===== src/rtl/uart_pkg.sv =====
// uart_pkg: definitions shared by the UART transmitter and its parity helper.
//   tx_state_e   - transmitter FSM states, 3-bit encoding
//   IDLE_LEVEL   - level driven on the line when no frame is in flight
//   START_BIT    - level of the start bit
//   STOP_BIT     - level of the stop bit
//   PAR_ODD/EVEN - encodings of the parity-type select input
package uart_pkg;

    typedef enum logic [2:0] {
        IDLE   = 3'd0,
        START  = 3'd1,
        DATA   = 3'd2,
        PARITY = 3'd3,
        STOP   = 3'd4
    } tx_state_e;

    localparam logic IDLE_LEVEL = 1'b1;
    localparam logic START_BIT  = 1'b0;
    localparam logic STOP_BIT   = 1'b1;

    localparam logic PAR_ODD    = 1'b1;
    localparam logic PAR_EVEN   = 1'b0;

endpackage : uart_pkg


===== src/rtl/uart_tx_parity_calc.sv =====
// uart_tx_parity_calc: purely combinational parity generator.
//   data_i    in  DATA_WIDTH  word to protect
//   par_typ_i in  1           PAR_ODD or PAR_EVEN
//   parity_o  out 1           parity bit to place on the line
// Even parity is the XOR of all data bits; odd parity is its complement,
// so that the data bits plus the parity bit hold an odd number of ones.
module uart_tx_parity_calc
    import uart_pkg::*;
#(
    parameter int DATA_WIDTH = 8
) (
    input  logic [DATA_WIDTH-1:0] data_i,
    input  logic                  par_typ_i,
    output logic                  parity_o
);

    logic even_par;

    assign even_par = ^data_i;
    assign parity_o = (par_typ_i == PAR_ODD) ? ~even_par : even_par;

endmodule : uart_tx_parity_calc


===== src/rtl/uart_tx.sv =====
// uart_tx: single-clock UART transmitter, one line bit per clock cycle.
// Frame: start bit, DATA_WIDTH data bits LSB first, optional parity, stop bit.
//   clk        in  1  system clock, rising edge
//   rst_n      in  1  synchronous active-low reset
//   P_DATA     in  8  parallel word, latched when a request is accepted
//   Data_Valid in  1  request strobe
//   Par_En     in  1  1 = append a parity bit after the data bits
//   Par_Typ    in  1  1 = odd parity, 0 = even parity
//   TX_OUT     out 1  serial line (registered, idles high)
//   Busy       out 1  high from the start bit through the stop bit (registered)
// Requests are accepted only in IDLE or STOP, so a STOP cycle can flow
// straight into the next START with no idle gap on the line.
module uart_tx
    import uart_pkg::*;
#(
    parameter int DATA_WIDTH = 8
) (
    input  logic                  clk,
    input  logic                  rst_n,
    input  logic [DATA_WIDTH-1:0] P_DATA,
    input  logic                  Data_Valid,
    input  logic                  Par_En,
    input  logic                  Par_Typ,
    output logic                  TX_OUT,
    output logic                  Busy
);

    localparam logic [2:0] LAST_BIT = 3'(DATA_WIDTH - 1);

    tx_state_e             state_q, state_d;
    logic [2:0]            bit_cnt_q, bit_cnt_d;
    logic [DATA_WIDTH-1:0] data_q, data_d;
    logic                  tx_q, tx_d;
    logic                  busy_q, busy_d;

    logic                  accept;
    logic                  parity_bit;

    uart_tx_parity_calc #(
        .DATA_WIDTH (DATA_WIDTH)
    ) u_parity (
        .data_i    (data_q),
        .par_typ_i (Par_Typ),
        .parity_o  (parity_bit)
    );

    assign accept = Data_Valid && ((state_q == IDLE) || (state_q == STOP));

    // The line level and Busy are computed for the state being entered and
    // registered together with it, so the outputs always match state_q.
    always_comb begin
        state_d   = state_q;
        bit_cnt_d = bit_cnt_q;
        data_d    = data_q;
        tx_d      = tx_q;
        busy_d    = busy_q;

        case (state_q)
            IDLE, STOP: begin
                if (accept) begin
                    state_d = START;
                    data_d  = P_DATA;
                    tx_d    = START_BIT;
                    busy_d  = 1'b1;
                end else begin
                    state_d = IDLE;
                    tx_d    = IDLE_LEVEL;
                    busy_d  = 1'b0;
                end
            end

            START: begin
                state_d   = DATA;
                bit_cnt_d = 3'd0;
                tx_d      = data_q[0];
                busy_d    = 1'b1;
            end

            DATA: begin
                busy_d = 1'b1;
                if (bit_cnt_q == LAST_BIT) begin
                    // Parity enable and type are looked at only on this edge.
                    bit_cnt_d = 3'd0;
                    if (Par_En) begin
                        state_d = PARITY;
                        tx_d    = parity_bit;
                    end else begin
                        state_d = STOP;
                        tx_d    = STOP_BIT;
                    end
                end else begin
                    bit_cnt_d = bit_cnt_q + 3'd1;
                    tx_d      = data_q[bit_cnt_q + 3'd1];
                end
            end

            PARITY: begin
                state_d = STOP;
                tx_d    = STOP_BIT;
                busy_d  = 1'b1;
            end

            default: begin
                state_d   = IDLE;
                bit_cnt_d = 3'd0;
                tx_d      = IDLE_LEVEL;
                busy_d    = 1'b0;
            end
        endcase
    end

    always_ff @(posedge clk) begin
        if (!rst_n) begin
            state_q   <= IDLE;
            bit_cnt_q <= 3'd0;
            data_q    <= '0;
            tx_q      <= IDLE_LEVEL;
            busy_q    <= 1'b0;
        end else begin
            state_q   <= state_d;
            bit_cnt_q <= bit_cnt_d;
            data_q    <= data_d;
            tx_q      <= tx_d;
            busy_q    <= busy_d;
        end
    end

    assign TX_OUT = tx_q;
    assign Busy   = busy_q;

endmodule : uart_tx


===== config.mk =====
export PLATFORM = sky130hd
export DESIGN_NAME = uart_tx
export DESIGN_NICKNAME = d
export VERILOG_FILES = /design/src/rtl/uart_pkg.sv /design/src/rtl/uart_tx_parity_calc.sv /design/src/rtl/uart_tx.sv
export SDC_FILE = /design/constraint.sdc
export NUM_CORES = 1
export LEC_CHECK = 0
export BUFFER_PORTS_ARGS = -buffer_cell sky130_fd_sc_hd__clkbuf_2
export CORE_MARGIN = 1.5
export CORE_UTILIZATION = 35
export DETAILED_ROUTE_END_ITERATION = 8
export SLEW_MARGIN = 10
export SYNTH_ARGS = -nofsm -noshare
export SYNTH_HDL_FRONTEND = slang
export SYNTH_HIERARCHICAL = 1
export SYNTH_SLANG_ARGS = --single-unit
export TNS_END_PERCENT = 5

===== constraint.sdc =====
create_clock -name clk -period 1.8 [get_ports clk]
set_clock_uncertainty 0.2 [all_clocks]
set_input_delay 0.09 -clock clk [delete_from_list [all_inputs] [get_ports clk]]
set_output_delay 0.09 -clock clk [all_outputs]
set_load 0.02 [all_outputs]

==> impl_results.md <==
- Number of flops mapped to enable cells by yosys: 0
- Clock slew at reported path FFs: around 0.1 ns
- Clock power share: 0.296
- Hold Fails Final Rpt: 0
- ANT nets after route: 0
- Largest net degree at the start of global routing: 17
- R2R depth: 6
- Bufs on Longest Clock Path: 2
- Setup bufs post-CTS: 0
- Die height: ~52 microns
- Layout Utilization: 0.4850
- Iter 0 DRT Violations: 11
- DR vias: ~760
- Fin area: about 1100 sq um
- Commonest non-fill, non-tap cell in the layout: nand2_1
- Die area: between 2000 and 3000 sq um
- Synth warnings: 6
- HP Class: reg -> reg
- Synth area leader: dfxtp_1
- Core Box Area: about 2300 sq um
- Min-delay src: bit_cnt_q[1]
- Main combinational cell family by area after synthesis: simple AND/OR/NAND/NOR gates
- Mux contribution to synthesized area: 0.04678
- TNS Setup: 0 ns
- Peak supply drop: 0.3727 mV
- Fin crit period: between 1.5 and 2 ns
- FF-to-FF setup slack: roughly 0.12 ns
- Netlist cell types: 33
- Top cells by area, synth: dfxtp_1, nand2_1, a21boi_0, mux2i_1, xnor2_1
- Max-cap violations: 0
- Setup WS pre-CTS: approximately 0.056 ns
- Vias in the first global route: 735
- Synth-to-Final Area Change: 27.78%
- Crit Path Category: reg -> reg
- Pint: ~600 uW
- Fin. max-slew vios: 0
- Relative slew margins: 0.7954
- Placed Instance Area: around 950 sq um
- Comb pwr share: 0.214
- CTS tree: yes
- Number of remaining DRC errors: 0
- Synth top area share: 0.3743
- Num CTS Buffers: 3
- Crit start category: flip-flop
- XOR/XNOR Fraction of Synth Area: 0.09649
- First-pass GRT wire length: 3008 microns
- Port bufs: 14
- Clk root buf: clkbuf_4
- Final #Nets: 142
- Seq/Total Area, Yosys: 0.3743
- Routed wire length per instance: 10.79 microns
- Syn Nets: approximately 120
- Fill cells: 220
- Arrival time worst endpoint: ~1.7 ns
- Critical path origin: bit_cnt_q[0]
- Worst setup EP type: flip-flop
- Mean post-synth cell area: about 8.6 sq um
- Final setup viols: 0
- Fin Hold WS: roughly 0.3 ns
- GR Overflow Total: 0
- Clk_lat worst skew: between 0.2 and 0.3 ns
- Setup ws final: between 0.1 and 0.15 ns
- Compound-Gate Fraction of Synth Area: 0.1871
- 1st-pass router iterations: 4
- Hold depth: 2
- Area fraction in and, or, nand and nor cells after synthesis: 0.2325
- RR Startpoint: bit_cnt_q[0]
- Final WL: between 1500 and 2000 microns
- Layout cell share with drive strength beyond 1: 0.1667
- Netlist Area Pre-Place: approximately 860 sq um
- Switch Pwr: 216.1 uW
- Die Wd: 52.45 microns
- Floorplan row count: 17
- H-Tree Depth: 1
- Initial antenna violation count: 0
- Power, Total: 809.5 uW
- # diodes: 0
- Post-Synth Adder-Cell Area: 0.02924
- RSZ-0062 raised after global routing: no
- Worst Path Required: 1.76 ns
- Placed insts: 139
- Fin cells: 154
- I/O Pins: 15
- Slew @ Worst Pin: 0.3064 ns
- Pleak: roughly 0.45 nW
- Commonest non-fill, non-tap cells in the layout: nand2_1, dfxtp_1, clkbuf_2
- Synth Flop Type: dfxtp_1
- Sequential Power Share: 0.490
- Hold path endpoint: bit_cnt_q[1]
- Starting Density: 0.3796
- Fraction of registers with async set/reset: 0
- Reg-to-reg endpoint: TX_OUT
- Crit-path max FO: 5
- Sink Count: 16
- Power density over the cells: roughly 740 nW/um^2
- DR vias/cell: slightly below 5
- Final Wtd Congestion: ~0.75
- Sw Share: 0.2670
- Outcome: finished, final reports clean
- Yosys reg bits: 16
- Synth Instances: 100
- DPL Wire Length: between 1000 and 1500 microns
- Total GRT Usage: 0.1482
- Fmax achieved: just under 0.6 GHz
- Tcrit/Tclk final: 0.9360
==> cell families after synthesis <==
family / after synthesis
flip-flops: 16
AO/OA/AOI/OAI: 23
adder cells (fa/ha/maj): 2
AND/OR/NAND/NOR: 42
buffers and inverters: 6
XOR/XNOR: 7
multiplexers: 4
==> flip-flops by register name, indices dropped and copies added (netlist names) <==
name and flops:
Busy 1, TX_OUT 1, bit_cnt_q 3, data_q 8
state_q 3
==> final cells by class <==
type,instances,area (sq um),area share
clock buffers,4,36.28,0.03318
inverters,2,7.507,0.006865
multi-input cells,78,506.7,0.4634
flip-flops and latches,16,320.3,0.2929
well taps,28,35.03,0.03204
repair buffers,26,187.7,0.1716
==> synthesized netlist by cell type (all sizes together), types with 2 or more instances <==
cell type  number
buf             3
xnor2           5
nand2b          4
mux2i           4
nor2            5
o2bb2ai         2
inv             2
nand2          23
dfxtp          16
and2            3
a21boi          9
o21a            2
ha              2
o21ai           2
a21oi           4
==> power by group through the flow <==
stage	logic (mW)	registers (mW)	clock network, mW
detailed placement	0.156	0.405	0
CTS	0.175	0.397	0.247
floorplan	0.116	0.404	0
global placement	0.154	0.404	0
finish	0.174	0.396	0.240
global route	0.191	0.400	0.264
==> how the worst max path moves through the flow <==
stage / slack (ns) / endpoint / depth (start not counted)
final: 0.12 / TX_OUT / 6
after global routing: 0.03 / TX_OUT / 5
after CTS: 0.05 / TX_OUT / 5
after detailed placement: 0.06 / TX_OUT / 5
after global placement: 0.09 / TX_OUT / 5
after floorplan: 0.24 / TX_OUT / 5
==> critical path, stage by stage (launching register included) <==
cell and delay, ns:
dfxtp_1 0.33, ha_1 0.19, ha_1 0.33, nand2_1 0.08, nor2_1 0.04, nor4_1 0.28
o211ai_1 0.12
==> routing by layer <==
metal | wire length (microns) | track usage | up-vias
met5 | 0 | 0 | -
li1 | - | - | 391
met4 | 28 | 0.07692 | 0
met1 | 799 | 0.1817 | 354
met2 | 786 | 0.2458 | 14
met3 | 47 | 0.02571 | 4
==> timing repair <==
action / in CTS / in global routing
setup endpoints to repair: 0 / 1
hold buffers: 11 / 0
hold endpoints to repair: 12 / 0
resized for setup: 0 / 1
Note: power is estimated with default switching activity, not from simulation.
